**config.mk**
```make
export PLATFORM = sky130hd
export DESIGN_NAME = imem_program_loader_flat
export DESIGN_NICKNAME = d
export VERILOG_FILES = /design/src/rtl/imem_program_loader_if.sv /design/src/rtl/imem_program_loader.sv /design/src/flat_wrapper.sv
export SDC_FILE = /design/constraint.sdc
export NUM_CORES = 1
export LEC_CHECK = 0
export ABC_CLOCK_PERIOD_IN_PS = 2300
export CORE_ASPECT_RATIO = 1.4
export CORE_MARGIN = 2
export CORE_UTILIZATION = 34
export CTS_BUF_LIST = sky130_fd_sc_hd__clkbuf_4 sky130_fd_sc_hd__clkbuf_8
export CTS_CLUSTER_SIZE = 20
export DETAILED_ROUTE_END_ITERATION = 16
export SETUP_SLACK_MARGIN = 0.2
export SYNTH_ARGS = -nofsm -noshare
export SYNTH_HDL_FRONTEND = slang
export SYNTH_SLANG_ARGS = --single-unit
export TNS_END_PERCENT = 20
```
**constraint.sdc**
```tcl
create_clock -name clk -period 2.3 [get_ports clk]
set_input_delay 0.23 -clock clk [delete_from_list [all_inputs] [get_ports clk]]
set_output_delay 0.23 -clock clk [all_outputs]
set_load 0.03 [all_outputs]
```
**src/rtl/imem_program_loader_if.sv**
```systemverilog
// Byte-stream handshake between a program source and the instruction-memory
// loader. The source drives one program byte per transfer, together with a
// flag on the final byte. The loader answers with in_ready.
//   in_valid : source -> loader, in_byte/in_last are valid
//   in_ready : loader -> source, loader accepts a byte this cycle
//   in_byte  : source -> loader, program byte (little-endian within a word)
//   in_last  : source -> loader, marks the final byte of the program
// Modports: master = byte source, slave = loader.
interface imem_program_loader_if;
    logic       in_valid;
    logic       in_ready;
    logic [7:0] in_byte;
    logic       in_last;

    modport master (output in_valid, output in_byte, output in_last, input in_ready);
    modport slave  (input in_valid, input in_byte, input in_last, output in_ready);
endinterface

```
**src/rtl/imem_program_loader.sv**
```systemverilog
// Instruction-memory program loader.
// Assembles a little-endian byte stream into 32-bit words, writes each word
// to instruction memory starting at word address 0, then appends an all-zero
// halt word. The core is held (core_run=0) until a complete, well-formed
// program has been written. A partial final word, or a program that leaves
// no slot for the halt word, aborts the load with a sticky error.
// Ports:
//   clk, rst_n  : clock (rising edge), asynchronous active-low reset
//   start       : single-cycle pulse, begins a new load at address 0
//   in_if       : byte-stream handshake (slave side)
//   imem_we     : one-cycle write strobe per word
//   imem_addr   : word address of the write
//   imem_wdata  : word to write
//   core_run    : 1 = core may execute
//   busy        : load in progress
//   done        : last load completed successfully
//   error       : last load aborted, sticky until next start
//   word_count  : program words written by the last load (halt excluded)
// All outputs come straight from registers.
module imem_program_loader #(
    parameter int ADDR_WIDTH = 8
) (
    input  logic                  clk,
    input  logic                  rst_n,
    input  logic                  start,
    imem_program_loader_if.slave  in_if,
    output logic                  imem_we,
    output logic [ADDR_WIDTH-1:0] imem_addr,
    output logic [31:0]           imem_wdata,
    output logic                  core_run,
    output logic                  busy,
    output logic                  done,
    output logic                  error,
    output logic [ADDR_WIDTH-1:0] word_count
);

    typedef enum logic [2:0] {
        S_IDLE    = 3'd0,
        S_RECV    = 3'd1,
        S_WRITE   = 3'd2,
        S_HALT_WR = 3'd3,
        S_DONE    = 3'd4,
        S_ERROR   = 3'd5
    } state_t;

    state_t                state_q;
    logic [31:0]           word_q;
    logic [1:0]            byte_idx_q;
    logic [ADDR_WIDTH-1:0] wr_ptr_q;
    logic                  last_q;
    logic                  in_ready_q;
    logic                  imem_we_q;
    logic [ADDR_WIDTH-1:0] imem_addr_q;
    logic [31:0]           imem_wdata_q;
    logic                  core_run_q;
    logic                  busy_q;
    logic                  done_q;
    logic                  error_q;
    logic [ADDR_WIDTH-1:0] word_count_q;

    logic                  accept_d;
    logic                  room_d;
    logic [31:0]           word_d;

    // in_ready_q is only ever set while in RECV, so it doubles as the state qualifier
    assign accept_d = in_if.in_valid & in_ready_q;
    // The top slot is reserved for the halt word
    assign room_d   = (wr_ptr_q != {ADDR_WIDTH{1'b1}});

    // Assembled word with the incoming byte merged into its lane
    always_comb begin
        word_d = word_q;
        case (byte_idx_q)
            2'd0:    word_d[7:0]   = in_if.in_byte;
            2'd1:    word_d[15:8]  = in_if.in_byte;
            2'd2:    word_d[23:16] = in_if.in_byte;
            2'd3:    word_d[31:24] = in_if.in_byte;
            default: word_d        = word_q;
        endcase
    end

    // Loader FSM with all outputs registered
    always_ff @(posedge clk or negedge rst_n) begin
        if (!rst_n) begin
            state_q      <= S_IDLE;
            word_q       <= 32'h0000_0000;
            byte_idx_q   <= 2'd0;
            wr_ptr_q     <= '0;
            last_q       <= 1'b0;
            in_ready_q   <= 1'b0;
            imem_we_q    <= 1'b0;
            imem_addr_q  <= '0;
            imem_wdata_q <= 32'h0000_0000;
            core_run_q   <= 1'b0;
            busy_q       <= 1'b0;
            done_q       <= 1'b0;
            error_q      <= 1'b0;
            word_count_q <= '0;
        end else begin
            case (state_q)
                S_IDLE, S_DONE, S_ERROR: begin
                    if (start) begin
                        state_q      <= S_RECV;
                        word_q       <= 32'h0000_0000;
                        byte_idx_q   <= 2'd0;
                        wr_ptr_q     <= '0;
                        word_count_q <= '0;
                        done_q       <= 1'b0;
                        error_q      <= 1'b0;
                        core_run_q   <= 1'b0;
                        busy_q       <= 1'b1;
                        in_ready_q   <= 1'b1;
                    end
                end
                S_RECV: begin
                    if (accept_d) begin
                        word_q <= word_d;
                        if (byte_idx_q != 2'd3) begin
                            if (in_if.in_last) begin
                                // Program ended mid-word
                                state_q    <= S_ERROR;
                                in_ready_q <= 1'b0;
                                busy_q     <= 1'b0;
                                error_q    <= 1'b1;
                            end else begin
                                byte_idx_q <= byte_idx_q + 2'd1;
                            end
                        end else begin
                            byte_idx_q <= 2'd0;
                            if (!room_d) begin
                                // Word would consume the halt slot
                                state_q    <= S_ERROR;
                                in_ready_q <= 1'b0;
                                busy_q     <= 1'b0;
                                error_q    <= 1'b1;
                            end else begin
                                state_q      <= S_WRITE;
                                last_q       <= in_if.in_last;
                                in_ready_q   <= 1'b0;
                                imem_we_q    <= 1'b1;
                                imem_addr_q  <= wr_ptr_q;
                                imem_wdata_q <= word_d;
                            end
                        end
                    end
                end
                S_WRITE: begin
                    wr_ptr_q     <= wr_ptr_q + ADDR_WIDTH'(1);
                    word_count_q <= word_count_q + ADDR_WIDTH'(1);
                    if (last_q) begin
                        // Halt word goes to the slot right after the last program word
                        state_q      <= S_HALT_WR;
                        imem_we_q    <= 1'b1;
                        imem_addr_q  <= wr_ptr_q + ADDR_WIDTH'(1);
                        imem_wdata_q <= 32'h0000_0000;
                    end else begin
                        state_q    <= S_RECV;
                        imem_we_q  <= 1'b0;
                        in_ready_q <= 1'b1;
                    end
                end
                S_HALT_WR: begin
                    state_q    <= S_DONE;
                    imem_we_q  <= 1'b0;
                    done_q     <= 1'b1;
                    core_run_q <= 1'b1;
                    busy_q     <= 1'b0;
                end
                default: begin
                    state_q    <= S_IDLE;
                    in_ready_q <= 1'b0;
                    imem_we_q  <= 1'b0;
                    core_run_q <= 1'b0;
                    busy_q     <= 1'b0;
                end
            endcase
        end
    end

    assign in_if.in_ready = in_ready_q;
    assign imem_we        = imem_we_q;
    assign imem_addr      = imem_addr_q;
    assign imem_wdata     = imem_wdata_q;
    assign core_run       = core_run_q;
    assign busy           = busy_q;
    assign done           = done_q;
    assign error          = error_q;
    assign word_count     = word_count_q;

endmodule

```
**src/flat_wrapper.sv**
```systemverilog
// flat-port wrapper written by rule: the top's interface ports become plain ports
module imem_program_loader_flat 
#(
    parameter int ADDR_WIDTH = 8
)
  (clk, rst_n, start, imem_we, imem_addr, imem_wdata, core_run, busy, done, error, word_count, in_if_in_valid, in_if_in_byte, in_if_in_last, in_if_in_ready);
  imem_program_loader_if in_if_i ();
  input  logic clk;
  input  logic rst_n;
  input  logic start;
  output logic imem_we;
  output logic [ADDR_WIDTH-1:0] imem_addr;
  output logic [31:0] imem_wdata;
  output logic core_run;
  output logic busy;
  output logic done;
  output logic error;
  output logic [ADDR_WIDTH-1:0] word_count;
  input wire logic [$bits(in_if_i.in_valid)-1:0] in_if_in_valid;
  input wire logic [$bits(in_if_i.in_byte)-1:0] in_if_in_byte;
  input wire logic [$bits(in_if_i.in_last)-1:0] in_if_in_last;
  output wire logic [$bits(in_if_i.in_ready)-1:0] in_if_in_ready;
  assign in_if_i.in_valid = in_if_in_valid;
  assign in_if_i.in_byte = in_if_in_byte;
  assign in_if_i.in_last = in_if_in_last;
  assign in_if_in_ready = in_if_i.in_ready;
  imem_program_loader #(.ADDR_WIDTH(ADDR_WIDTH)) u_core (.clk(clk), .rst_n(rst_n), .start(start), .in_if(in_if_i), .imem_we(imem_we), .imem_addr(imem_addr), .imem_wdata(imem_wdata), .core_run(core_run), .busy(busy), .done(done), .error(error), .word_count(word_count));
endmodule
```
# --- Word-level counts from Yosys, hierarchy flattened ---
# Index checks and enable logic that the tools add are counted.
op_classes:
  add_sub_neg: 3
  bitwise: 6
  n_mux: 55
  n_reduce_logical: 20
  eq_ne: 19
op_table:
  columns: ["op", "count"]
  rows:
  - ["2-to-1 mux 32 bit", 6]
  - ["one-hot mux 32 bit (2 select lines)", 2]
  - ["2-to-1 mux 8 bit", 9]
  - ["one-hot mux 8 bit (2 select lines)", 3]
  - ["AND reduction 5 bit", 4]
  - ["2-to-1 mux 1 bit", 17]
  - ["adder 8 x 1 -> 8 bit (second input constant)", 2]
  - ["2-to-1 mux 3 bit", 5]
  - ["one-hot mux 3 bit (4 select lines)", 1]
  - ["AND reduction 4 bit", 3]
  - ["2-to-1 mux 2 bit", 5]
  - ["inequality test 3 bit (second input constant)", 3]
  - ["one-hot mux 1 bit (3 select lines)", 3]
  - ["inequality test 2 bit (second input constant)", 4]
  - ["inequality test 8 bit (second input constant)", 1]
  - ["nonzero test 2 bit", 4]
  - ["== test 3 x 2 -> 1 bit (second input constant)", 2]
  - ["== test 3 bit (second input constant)", 2]
  - ["inequality test 2 x 1 -> 1 bit (second input constant)", 3]
  - ["AND reduction 2 bit", 3]
  - ["AND reduction 3 bit", 2]
  - ["NOT 1 bit", 5]
  - ["== test 2 bit (second input constant)", 2]
  - ["one-hot mux 1 bit (2 select lines)", 2]
  - ["10 further kinds", 10]
word_totals:
  reg_bits: 100
  output_inout_bits: 54

# --- Logic depth before layout (Yosys ltp) ---
# Gate-level depths: netlist of the first run.
depth:
  word_depth: 6
  mapped_depth: 7

# --- Least setup slack after synthesis of the first run ---
# No wires, ideal clock.
synth_path:
  kind: "register -> register"
  start: "reg u_core.in_ready_q (netlist: u_core.in_if.in_ready)"
  end: "reg u_core.imem_wdata_q[13] (netlist: u_core.imem_wdata[13])"
  path_stages_with_launch: 7
  arrival_time_ns: 1.778
  path_buffers: 2
  required_time_ns: 2.175
  slack_ns: 0.398
  cell_sequence: "dfrtp_1 and4b_4 and3_4 buf_6 a22oi_4 buf_6 mux2_2"
synth_via:
  elab_chain_len: 3
synth_rtl:
  columns: ["item", "line_no", "source"]
  rows:
  - ["from (decl)", "imem_program_loader.sv:51", "logic in_ready_q;"]
  - ["from (signal assigned)", "imem_program_loader.sv:90", "in_ready_q <= 1'b0;"]
  - ["from (signal assigned)", "imem_program_loader.sv:112", "in_ready_q <= 1'b1;"]
  - ["from (signal assigned)", "imem_program_loader.sv:122", "in_ready_q <= 1'b0;"]
  - ["AND 1 bit", "imem_program_loader.sv:66", "assign accept_d = in_if.in_valid & in_ready_q;"]
  - ["inequality test 2 x 1 -> 1 bit (no source line)", null, null]
  - ["AND reduction 5 bit (no source line)", null, null]
  - ["to (signal assigned)", "imem_program_loader.sv:142", "imem_wdata_q <= word_d;"]
  - ["to (decl)", "imem_program_loader.sv:54", "logic [31:0] imem_wdata_q;"]
# No other way between the ends.
# A chain may end at the register's enable or synchronous reset.

# --- Worst setup path in the final report of the first run ---
layout_path:
  start: "reg u_core.state_q[0]"
  end: "reg u_core.imem_addr_q[7] (netlist: u_core.imem_addr[7])"
layout_via:
  elab_chain_len: 3
  word_cells_on_any_way: 9
layout_rtl:
  columns: ["item", "line_no", "source"]
  rows:
  - ["from (decl)", "imem_program_loader.sv:46", "state_t state_q;"]
  - ["from (signal assigned)", "imem_program_loader.sv:85", "state_q <= S_IDLE;"]
  - ["from (signal assigned)", "imem_program_loader.sv:103", "state_q <= S_RECV;"]
  - ["from (signal assigned)", "imem_program_loader.sv:121", "state_q <= S_ERROR;"]
  - ["== test 3 x 2 -> 1 bit or == test 3 x 1 -> 1 bit (tied branches)", "imem_program_loader.sv:100", "case (state_q)"]
  - ["inequality test 2 x 1 -> 1 bit (no source line) (tied with other cells)", null, null]
  - ["AND reduction 5 bit (no source line)", null, null]
  - ["to (signal assigned)", "imem_program_loader.sv:141", "imem_addr_q <= wr_ptr_q;"]
  - ["to (signal assigned)", "imem_program_loader.sv:154", "imem_addr_q <= wr_ptr_q + ADDR_WIDTH'(1);"]
  - ["to (decl)", "imem_program_loader.sv:53", "logic [ADDR_WIDTH-1:0] imem_addr_q;"]
# Parallel ways exist; a longest one is shown, timed or not.

==> metrics.md, run 1 <==
| Metric | Value |
|---|---|
| Full die area | 14900 um^2 |
| Outcome | finished clean |
| Design area | 5870 um^2 |
| Worst Skew | 12.5 ps |
| Seq/Total Area, Yosys | 53.0% |
| IO Pins | 67 |
| Ys Warns | 0 |
| Initial drt markers | 171 |
| Die Height | 143 um |
| Crit path required time | 2570 ps |
| Final Cycle Share | 86.6% |
| Crit Path Max Fanout | 12 |
| Rel. slew slack | 55.0% |
| Post-CTS setup buffers | 0 |
| Mean area per synthesized cell | 11.5 um^2 |
| # DRC | 0 |
| Root Driver | clkbuf_8 |
| Floorplan row count | 51 |
| Switching pwr | 2.21 mW |
| Largest cells by area after synthesis | dfrtp_1, mux2i_1, a22o_1, mux2_2, mux2_1 |
| Buf/Inv on CP | 1 |
| Peak VDD IR | 378 uV |
| Min Tclk post-route | 1990 ps |
| Max Cap Viol | 0 |
| I/O Buffers | 66 |
| Slew Limit Fails | 0 |
| First-pass detailed-route iteration total | 4 |
| Critical path class | reg2reg |
| Initial antenna violation count | 0 |
| Placer Congestion | 0.787 |
| Clock share of power | 21.9% |
| Post-synth top area share | 53.0% |
| Final hold violations | 0 |
| N_diodes | 0 |
| Max Root-Sink Buffers | 2 |
| Worst min-delay path category | in2async |
| Distinct cells, synth | 41 |
| Clock Latency Late Sink | 380 ps |
| Setup TNS | 0 ps |
| Total track usage | 15.4% |
| DIE WIDTH | 104 um |
| Area of the multi-input gates | 2010 um^2 |
| Post-DP HPWL | 7720 um |
| Critical-path top delay cell | dfrtp_1 |
| Layout Cells excl Fill | 665 |
| Startpoint Class | flop |
| Leak pwr | 2.74 nW |
| Post-DRT Antenna Nets | 0 |
| Global-route wire length before repair | 18100 um |
| Vias in the first global route | 3486 |
| H-tree depth | 3 |
| NumNets Final | 495 |
| DP Area | 5600 um^2 |
| Total power | 6.24 mW |
| Final global-route overflow total | 0 |
| Core Box Area | 13700 um^2 |
| Num Clock Sinks | 100 |
| Num CTS Buffers | 9 |
| TritonCTS clock tree | built |
| FMAX | 0.502 GHz |
| Fillers | 1315 |
| CTS clock-pin slew for the worst setup and hold paths | 100 ps |
| Pwr dens | 1060 nW/um^2 |
| Final setup fails | 0 |
| Critical Path End Type | flop |
| #FFs+latches synth | 100 |
| DR WL/cell | 16.4 um |
| Worst slew pin tran | 672 ps |
| CP top delay family | simple AND/OR/NAND/NOR gates |
| Dpl cells | 648 |
| Final wirelength | 10900 um |
| WP data arrival | 2260 ps |
| Syn nets | 431 |
| Vias post-DR | 3389 |
| Share of cells above drive strength 1 | 14.2% |
| FF+latch area | 2500 um^2 |
| Starting density of the core | 34.4% |
| Via density | 5.10 |
| Post-Syn Area | 4720 um^2 |
| Crit path largest cell delay | 490 ps |
| Combinational fraction of design power | 37.8% |
| Sw Ratio | 35.4% |
| Cell internal pwr | 4.03 mW |
| Syn-to-layout area delta | 24.3% |
| Area leader, netlist | dfrtp_1 |
| Crit-path cells | or3b_1 > buf_4 > nor3_1 > xor2_1 > mux2_1 |
| Reg power frac | 40.3% |
| Unrepaired setup endpoints after global routing | true |
| Syn Inst Count | 411 |
| Largest net degree at the start of global routing | 43 |
| Final core utilization | 42.8% |
==> layer usage <==
layer / vias to the layer above / GRT usage [%] / share of wire (%)
li1: 1597 / - / -
met1: 1704 / 18.6 / 42
met2: 77 / 27.5 / 52
met3: 11 / 2.86 / 3.9
met4: 0 / 5.62 / 1.7
met5: - / 0 / 0
==> cells in the mapped netlist <==
| library cell | count |
|---|---|
| buf_2 | 9 |
| and4b_4 | 1 |
| or3b_1 | 1 |
| mux2_2 | 24 |
| a22oi_4 | 1 |
| a22o_1 | 32 |
| nand2_1 | 17 |
| o32a_1 | 1 |
| a21oi_1 | 4 |
| a32o_1 | 2 |
| xnor2_1 | 5 |
| dfrtp_1 | 100 |
| a21o_1 | 2 |
| o21ai_0 | 27 |
| and3_4 | 1 |
| buf_6 | 5 |
| a31oi_1 | 7 |
| ha_1 | 7 |
| mux2i_1 | 33 |
| a211oi_1 | 1 |
| buf_1 | 13 |
| nand4_1 | 8 |
| o211ai_1 | 6 |
| nand3_1 | 5 |
| and2_1 | 3 |
| xor2_1 | 1 |
| inv_2 | 1 |
| o21ai_1 | 1 |
| or3_1 | 1 |
| nand2b_1 | 2 |
| a31oi_2 | 1 |
| inv_1 | 8 |
| mux2_1 | 17 |
| nor3_1 | 3 |
| o31ai_1 | 4 |
| nor4b_1 | 1 |
| and3_1 | 3 |
| or2_2 | 1 |
| clkbuf_1 | 5 |
| nor2_1 | 46 |
| buf_4 | 1 |
==> what timing repair did <==
item	4_1_cts	5_1_grt
gates resized for setup	0	5
hold endpoints to repair	40	0
hold buffers	1	0
endpoints found under the setup margin	0	67
==> flip-flops by register name (all words and copies together), names as in the netlist <==
name / cells
u_core.busy: 1
u_core.byte_idx_q: 2
u_core.core_run: 1
u_core.done: 1
u_core.error: 1
u_core.imem_addr: 8
u_core.imem_wdata: 32
u_core.imem_we: 1
u_core.in_if.in_ready: 1
u_core.last_q: 1
u_core.state_q: 3
u_core.word_count: 8
u_core.word_q: 32
u_core.wr_ptr_q: 8
==> placed cells by master, fill, tap and decap left out, types with 9 or more instances in the layout <==
cell             netlist  routed
mux2_1                17      17
nor2_1                46      46
o21ai_0               27      27
clkbuf_8               0       9
clkdlybuf4s50_1        0      65
nand2_1               17      17
dfrtp_1              100     100
mux2i_1               33      33
a22o_1                32      32
buf_4                  1      17
mux2_2                24      24
==> per-stage QoR <==
stage	hold slack, ps	setup slack (ps)
after floorplan	-65.6	398
after global placement	251	257
after detailed placement	258	214
after CTS	387	241
after global routing	439	189
final	377	309
==> power by group through the flow <==
stage	Clock, mW	Combinational [mW]	Sequential, mW
2_1_floorplan	0	1.20	2.86
3_3_place_gp	0	2.35	2.53
3_5_place_dp	0	2.38	2.54
4_1_cts	1.40	2.39	2.52
5_1_grt	1.48	2.58	2.58
6_report	1.37	2.36	2.52
==> final timing paths <==
check / cells after the start / start / end / slack [ps]
worst max-delay path: 5 / u_core.state_q[0] / u_core.imem_addr[7] / 310
worst min-delay path: 2 / rst_n / u_core.word_count[2] / 380
worst max register to register: 5 / u_core.state_q[0] / u_core.imem_addr[7] / 310
worst min register to register: 1 / u_core.imem_addr[4] / u_core.imem_addr[4] / 500
max in group asynchronous: 3 / rst_n / u_core.word_q[8] / 1230
min in group clk: 1 / u_core.imem_addr[4] / u_core.imem_addr[4] / 500
==> area by class of cell <==
class                   count  area share (%)
clock buffers               9            2.11
flip-flops and latches    100            42.6
well taps                 185            3.94
clock inverters             7            2.09
multi-input cells         269            34.3
repair buffers             86            14.3
inverters                   9           0.618
==> cell families (layout without fill, tap and decap cells) <==
| group | after synthesis | after routing | synth area share (%) |
|---|---|---|---|
| adder cells (fa/ha/maj) | 7 | 7 | 1.85 |
| AO/OA/AOI/OAI | 89 | 89 | 13.7 |
| XOR/XNOR | 6 | 6 | 1.11 |
| flip-flops | 100 | 100 | 53.0 |
| AND/OR/NAND/NOR | 93 | 93 | 9.14 |
| buffers and inverters | 42 | 111 | 4.45 |
| multiplexers | 74 | 74 | 16.8 |
Power figures use the tool's default switching activity.
==> run 2, diff against run 1 <==
--- a/config.mk
+++ b/config.mk
@@ -12,6 +12,7 @@
 export CTS_BUF_LIST = sky130_fd_sc_hd__clkbuf_4 sky130_fd_sc_hd__clkbuf_8
 export CTS_CLUSTER_SIZE = 20
 export DETAILED_ROUTE_END_ITERATION = 16
+export DONT_BUFFER_PORTS = 1
 export SETUP_SLACK_MARGIN = 0.2
 export SYNTH_ARGS = -nofsm -noshare
 export SYNTH_HDL_FRONTEND = slang
==> run 2 against run 1 <==
Sequential power is 15% higher. Maximum frequency barely moved. Critical endpoint is now u_core.imem_wdata[18]. Cell area decreased by 10%. Combinational power fell by 32%. First-iteration DRC count fell by 11%. Global-route usage is 0.46 points higher. Worst setup slack better by 1.7 ps. The run now ends with hold timing left. Flip-flop and latch count unchanged. Largest cell class unchanged. Hold slack worse by 840 ps. Via count decreased by 3.4%. Non-clock buffer count fell by 53. Clock power shrank 26%.
==> metrics.md, run 2 (same netlist as run 1, synthesis figures left out) <==
| Metric | Value |
|---|---|
| Area of the multi-input gates | 2010 um^2 (-0.12%) |
| Final core utilization | 38.3% (-4.4 points) |
| Worst Skew | 13.0 ps (+0.450 ps) |
| Initial antenna violation count | 0 (unchanged) |
| First-pass detailed-route iteration total | 4 (unchanged) |
| Startpoint Class | flop |
| Flop-to-flop setup slack | 310 ps (about the same) |
| H-tree depth | 3 (unchanged) |
| FMAX | 0.503 GHz (about the same) |
| Final hold violations | 100 (+100) |
| FF+latch area | 2510 um^2 (+0.15%) |
| Post-DP HPWL | 7440 um (-3.5%) |
| Crit-path cells | ha_2 > nand3_1 > or2_2 > a22oi_4 > buf_4 > buf_12 > mux2_2 |
| Final setup fails | 0 (unchanged) |
| Syn-to-layout area delta | 11.4% |
| Critical-path top delay cell | dfrtp_1 |
| Post-CTS Hold Fix Bufs | 9 (+8) |
| Core Box Area | 13700 um^2 (unchanged) |
| Total track usage | 15.9% (+0.46 points) |
| Crit path largest cell delay | 400 ps (-90 ps) |
| # DRC | 0 (unchanged) |
| Worst min-delay path category | in2async |
| Crit Reg-Reg Endpoint | u_core.imem_wdata[18] |
| Min Tclk post-route | 1990 ps (-1.73 ps) |
| Worst Slack Setup Final | 311 ps (+1.73 ps) |
| Max Root-Sink Buffers | 2 (unchanged) |
| DIE WIDTH | 104 um (unchanged) |
| DR WL/cell | 19.2 um (+17%) |
| Reg power frac | 52.7% (+12 points) |
| NumNets Final | 442 (-11%) |
| Die Height | 143 um (unchanged) |
| Final Cycle Share | 86.5% (about the same) |
| Floorplan row count | 51 (unchanged) |
| Critical path class | reg2reg |
| Final global-route overflow total | 0 (unchanged) |
| Crit path required time | 2560 ps (about the same) |
| Clock Latency Late Sink | 380 ps (about the same) |
| CP top delay family | simple AND/OR/NAND/NOR gates |
| Max Cap Viol | 0 (unchanged) |
| Switching pwr | 2.13 mW (-3.6%) |
| Leak pwr | 2.53 nW (-7.7%) |
| Largest net degree at the start of global routing | 101 (+130%) |
| Combinational fraction of design power | 29.0% (-8.8 points) |
| Via density | 5.35 (+5.0%) |
| Peak VDD IR | 360 uV (-4.6%) |
| Crit Path Max Fanout | 16 (+4) |
| RR Startpoint | u_core.wr_ptr_q[0] |
| Final wirelength | 11800 um (+7.9%) |
| Outcome | finished, violations left |
| Root Driver | clkbuf_8 |
| Most common cell after layout, fill and taps aside | dfrtp_1 |
| I/O Buffers | 0 (-100%) |
| IO Pins | 67 (unchanged) |
| Cell internal pwr | 3.39 mW (-16%) |
| Clock share of power | 18.3% (-3.6 points) |
| Placer Congestion | 0.814 (+3.5%) |
| Starting density of the core | 34.4% (unchanged) |
| Share of cells above drive strength 1 | 17.3% (+3.2 points) |
| Slew Limit Fails | 0 (unchanged) |
| Global-route wire length before repair | 18300 um (+1.1%) |
| Vias post-DR | 3274 (-3.4%) |
| Design area | 5260 um^2 (-10%) |
| Layout Cells excl Fill | 612 (-8.0%) |
| Min Hold Slack | -465 ps (-841 ps) |
| Num Clock Sinks | 100 (unchanged) |
| Pwr dens | 1050 nW/um^2 (-1.3%) |
| Worst slew pin tran | 579 ps (-93.3 ps) |
| Post-DRT Antenna Nets | 0 (unchanged) |
| Commonest cells after routing, fill and taps aside | dfrtp_1, nor2_1, mux2i_1 |
| Worst Reg2Reg Path Length in Cells | 7 (+2) |
| Initial drt markers | 153 (-11%) |
| N_diodes | 0 (unchanged) |
| Total power | 5.52 mW (-12%) |
| Buf/Inv on CP | 2 (+1) |
| WP data arrival | 2250 ps (about the same) |
| Rel. slew slack | 61.4% (+6.4 points) |
| Unrepaired setup endpoints after global routing | false |
| Vias in the first global route | 3373 (-3.2%) |
| Dpl cells | 581 (-10%) |
| Full die area | 14900 um^2 (unchanged) |
| DP Area | 4920 um^2 (-12%) |
| Fillers | 1320 (+0.38%) |
| Violated checks | hold timing |
| Setup TNS | 0 ps (unchanged) |
| Dpl ws | 327 ps (+113 ps) |
| Sw Ratio | 38.6% (+3.2 points) |
| Num CTS Buffers | 9 (unchanged) |
| CTS clock-pin slew for the worst setup and hold paths | 100 ps (about the same) |
| TritonCTS clock tree | built |
| Critical Path End Type | flop |
run 2: changes by cell type in the layout (fill, tap and decap cells not counted), sizes merged:
| cell | delta |
|---|---|
| clkbuf | +1 |
| inv | -1 |
| buf | +3 |
| dlygate4sd3 | +8 |
| clkinv | +4 |
| bufinv | -3 |
| clkdlybuf4s50 | -65 |
run 2: worst max path at each step:
stage                     cells past startpoint  slack [ps]                     to             startpoint
after floorplan                               6         400  u_core.imem_wdata[13]  u_core.in_if.in_ready
after global placement                        6         350  u_core.imem_wdata[13]     u_core.wr_ptr_q[0]
after detailed placement                      5         330    u_core.imem_addr[4]      u_core.state_q[0]
after CTS                                     6         300   u_core.imem_wdata[4]     u_core.wr_ptr_q[0]
after global routing                          5         210    u_core.imem_addr[7]      u_core.state_q[0]
final                                         7         310  u_core.imem_wdata[18]     u_core.wr_ptr_q[0]
run 2: area by class of cell:
class	count	area share (%)
Sequential cell	100	47.6
Clock inverter	7	0.832
Multi-Input combinational cell	269	38.2
Inverter	9	0.690
Timing Repair Buffer	33	5.85
Tap cell	185	4.40
Clock buffer	9	2.35
run 2: metal layers:
| metal | track usage (%) | routed length, um | up-vias | share of wire [%] |
|---|---|---|---|---|
| met5 | 0 | 0 | - | 0 |
| li1 | - | - | 1501 | - |
| met1 | 18.0 | 4780 | 1676 | 41 |
| met2 | 28.2 | 6050 | 77 | 51 |
| met4 | 7.61 | 308 | 0 | 2.6 |
| met3 | 3.76 | 628 | 20 | 5.3 |
run 2: repair_timing:
item                       in CTS  in global routing
setup endpoints to repair       0                  4
hold endpoints to repair      133                100
gates resized for setup         0                  7
buffers inserted                0                  4
run 2: worst register-to-register path, cell delays in order, from the launching register on:
cell and delay (ps):
dfrtp_1 400, ha_2 230, nand3_1 80, or2_2 340, a22oi_4 170, buf_4 160, buf_12 160, mux2_2 350
run 2: power by group through the flow:
stage          Clock, mW  Sequential [mW]  Combinational (mW)
5_1_grt             1.13             2.97                1.76
6_report            1.01             2.91                1.60
3_5_place_dp           0             2.95                1.57
4_1_cts             1.06             2.91                1.60
2_1_floorplan          0             2.86                1.20
3_3_place_gp           0             2.94                1.53
==> run 3, diff against run 2 <==
--- a/config.mk
+++ b/config.mk
@@ -5,6 +5,7 @@
 export SDC_FILE = /design/constraint.sdc
 export NUM_CORES = 1
 export LEC_CHECK = 0
+export ABC_AREA = 1
 export ABC_CLOCK_PERIOD_IN_PS = 2300
 export CORE_ASPECT_RATIO = 1.4
 export CORE_MARGIN = 2
@@ -13,7 +14,9 @@
 export CTS_CLUSTER_SIZE = 20
 export DETAILED_ROUTE_END_ITERATION = 16
 export DONT_BUFFER_PORTS = 1
+export PLACE_DENSITY = 0.6
 export SETUP_SLACK_MARGIN = 0.2
+export SKIP_CTS_REPAIR_TIMING = 1
 export SYNTH_ARGS = -nofsm -noshare
 export SYNTH_HDL_FRONTEND = slang
 export SYNTH_SLANG_ARGS = --single-unit
==> run 3 against run 2 <==
The run still ends with hold timing left. Clock-buffer cell count is 2 higher. Synthesized cell count is 45% higher. Total power is 13% higher. Sequential share of layout area is 0.85 points higher. Largest power group unchanged.
==> metrics.md, run 3 <==
| Metric | Value |
|---|---|
| Outcome | finished, violations left |
| Violated checks | hold timing |
| Slew Limit Fails | 0 (unchanged) |
| Vias in the first global route | 3757 (+11%) |
| Area of the multi-input gates | 1940 um^2 (-3.8%) |
| Global-route wire length before repair | 18900 um (+3.4%) |
| FF+latch area | 2500 um^2 (-0.15%) |
| Min Hold Slack | -467 ps (-2.43 ps) |
| Layout Cells excl Fill | 775 (+27%) |
| FMAX | 0.549 GHz (+9.2%) |
| Worst Skew | 12.4 ps (-0.628 ps) |
| Critical path class | reg2reg |
| RR Startpoint | u_core.state_q[1] |
| Post-Syn Area | 4870 um^2 (+3.2%) |
| Syn-to-layout area delta | 5.91% |
| Post-DRT Antenna Nets | 0 (unchanged) |
| Synth Area in Compound Gates | 14.5% (+0.86 points) |
| Crit Reg-Reg Endpoint | u_core.wr_ptr_q[6] |
| First-pass detailed-route iteration total | 5 (+1) |
| Area leader, netlist | dfrtp_1 |
| Post-DP HPWL | 7830 um (+5.2%) |
| N_diodes | 0 (unchanged) |
| Unrepaired setup endpoints after global routing | false |
| Share of cells above drive strength 1 | 7.29% (-10 points) |
| Crit Path Max Fanout | 45 (+29) |
| Async SR Flop Fraction | 100% (unchanged) |
| Floorplan row count | 51 (unchanged) |
| Initial antenna violation count | 0 (unchanged) |
| Peak VDD IR | 520 uV (+44%) |
| Total power | 6.22 mW (+13%) |
| NumNets Final | 605 (+37%) |
| Fillers | 1415 (+7.2%) |
| Placer Congestion | 0.778 (-4.4%) |
| Clock Latency Late Sink | 380 ps (about the same) |
| Final wirelength | 11300 um (-3.5%) |
| Seq/Total Area, Yosys | 51.3% (-1.6 points) |
| DR WL/cell | 14.6 um (-24%) |
| Vias post-DR | 3864 (+18%) |
| H-tree depth | 3 (unchanged) |
| Full die area | 15300 um^2 (+3.1%) |
| Mean area per synthesized cell | 8.18 um^2 (-29%) |
| Root Driver | clkbuf_8 |
| DP Area | 4960 um^2 (+0.76%) |
| Max Cap Viol | 0 (unchanged) |
| Worst slew pin tran | 533 ps (-45.7 ps) |
| Max Root-Sink Buffers | 2 (unchanged) |
| EDFF count, synth | 0 (unchanged) |
| Most common cell after layout, fill and taps aside | nand2_1 |
| Initial drt markers | 296 (+93%) |
| Final hold violations | 100 (unchanged) |
| Final setup fails | 0 (unchanged) |
| Largest net degree at the start of global routing | 101 (unchanged) |
| WP data arrival | 2120 ps (-130 ps) |
| Synth Area in Adders | 1.80% (-0.058 points) |
| Critical Path End Type | flop |
| Final global-route overflow total | 0 (unchanged) |
| Commonest cells after routing, fill and taps aside | nand2_1, o21ai_0, dfrtp_1 |
| Distinct cells, synth | 27 (-34%) |
| Pwr dens | 1200 nW/um^2 (+15%) |
| Flop-to-flop setup slack | 480 ps (+170 ps) |
| Top_reg_cell synth | dfrtp_1 |
| Xor/xnor cell area share of the yosys netlist | 0% (-1.1 points) |
| Starting density of the core | 34.9% (+0.45 points) |
| Die Height | 146 um (+1.5%) |
| Worst min-delay path category | in2async |
| #FFs+latches synth | 100 (unchanged) |
| Leak pwr | 2.36 nW (-6.8%) |
| Core Box Area | 14000 um^2 (+1.9%) |
| Rel. slew slack | 64.4% (+3.0 points) |
| Min Tclk post-route | 1820 ps (-167 ps) |
| Main combinational cell family by area after synthesis | simple AND/OR/NAND/NOR gates |
| Ys Warns | 0 (unchanged) |
| Design area | 5160 um^2 (-1.9%) |
| Startpoint Class | flop |
| Via density | 4.99 (-6.8%) |
| Dpl cells | 758 (+30%) |
| Crit path required time | 2600 ps (+40 ps) |
| Worst Slack Setup Final | 478 ps (+167 ps) |
| Most numerous cell in the Yosys netlist | nand2_1 |
| I/O Buffers | 0 (unchanged) |
| Setup TNS | 0 ps (unchanged) |
| Synth Area in Simple Gates | 23.2% (+14 points) |
| Num CTS Buffers | 9 (unchanged) |
| CTS clock-pin slew for the worst setup and hold paths | 100 ps (about the same) |
| Syn Inst Count | 596 (+45%) |
| Worst Reg2Reg Path Length in Cells | 4 (-3) |
| # DRC | 0 (unchanged) |
| TritonCTS clock tree | built |
| IO Pins | 67 (unchanged) |
| Syn nets | 616 (+43%) |
| Dpl ws | 363 ps (+35.9 ps) |
| Top cells by count, synth | nand2_1, o21ai_0, dfrtp_1, inv_1, nand3_1 |
| Mux contribution to synthesized area | 0% (-17 points) |
| DIE WIDTH | 105 um (+1.5%) |
| Final core utilization | 36.9% (-1.4 points) |
| Final Cycle Share | 79.2% (-7.3 points) |
| Largest cells by area after synthesis | dfrtp_1, nand2_1, o21ai_0, nand3_1, inv_1 |
| Total track usage | 15.4% (-0.45 points) |
| Num Clock Sinks | 100 (unchanged) |
| Post-synth top area share | 51.3% (-1.6 points) |
[run 3: cell count changes after synthesis, sizes merged, moves of 26 or more]
cell   previous run  this run
mux2             41         0
nand3             5        61
a22o             32         0
nor2             46        20
inv               9        62
nand2            17       184
mux2i            33         0
o21ai            28       126
[run 3: per-layer routing]
metal	vias up	track usage (%)	share of wire, %
li1	1896	-	-
met1	1847	18.0	40
met2	106	26.8	51
met3	15	4.03	6.9
met4	0	5.93	1.8
met5	-	0	0
[run 3: worst max path at each step]
stage                         startpoint                    end  slack (ps)
finish                 u_core.state_q[1]     u_core.wr_ptr_q[6]         480
global route        u_core.byte_idx_q[1]            u_core.busy         200
CTS                 u_core.byte_idx_q[1]    u_core.imem_addr[1]         320
detailed placement  u_core.byte_idx_q[1]    u_core.imem_addr[6]         360
global placement    u_core.byte_idx_q[0]            u_core.busy         440
floorplan           u_core.byte_idx_q[0]  u_core.imem_wdata[10]         780
[run 3: area by class of cell]
| type | count | area share (%) |
|---|---|---|
| flip-flops and latches | 100 | 48.5 |
| well taps | 185 | 4.48 |
| inverters | 62 | 4.51 |
| multi-input cells | 406 | 37.5 |
| clock buffers | 11 | 2.93 |
| clock inverters | 5 | 0.679 |
| repair buffers | 6 | 1.41 |
[run 3: kinds of logic after synthesis]
| kind of cell | Yosys count |
|---|---|
| AND/OR/NAND/NOR | 268 |
| buffers and inverters | 90 |
| AO/OA/AOI/OAI | 131 |
| flip-flops | 100 |
| adder cells (fa/ha/maj) | 7 |
[run 3: where the power goes]
group	switching (mW)	internal [mW]
registers	0.888	2.20
clock network	0.624	0.455
logic	1.45	0.605
total	2.96	3.26
[run 3: critical path: stages, from the launching register on]
cell and delay [ps]:
dfrtp_1 530, nand2_2 140, buf_4 440, nand2_1 360, o21ai_0 250
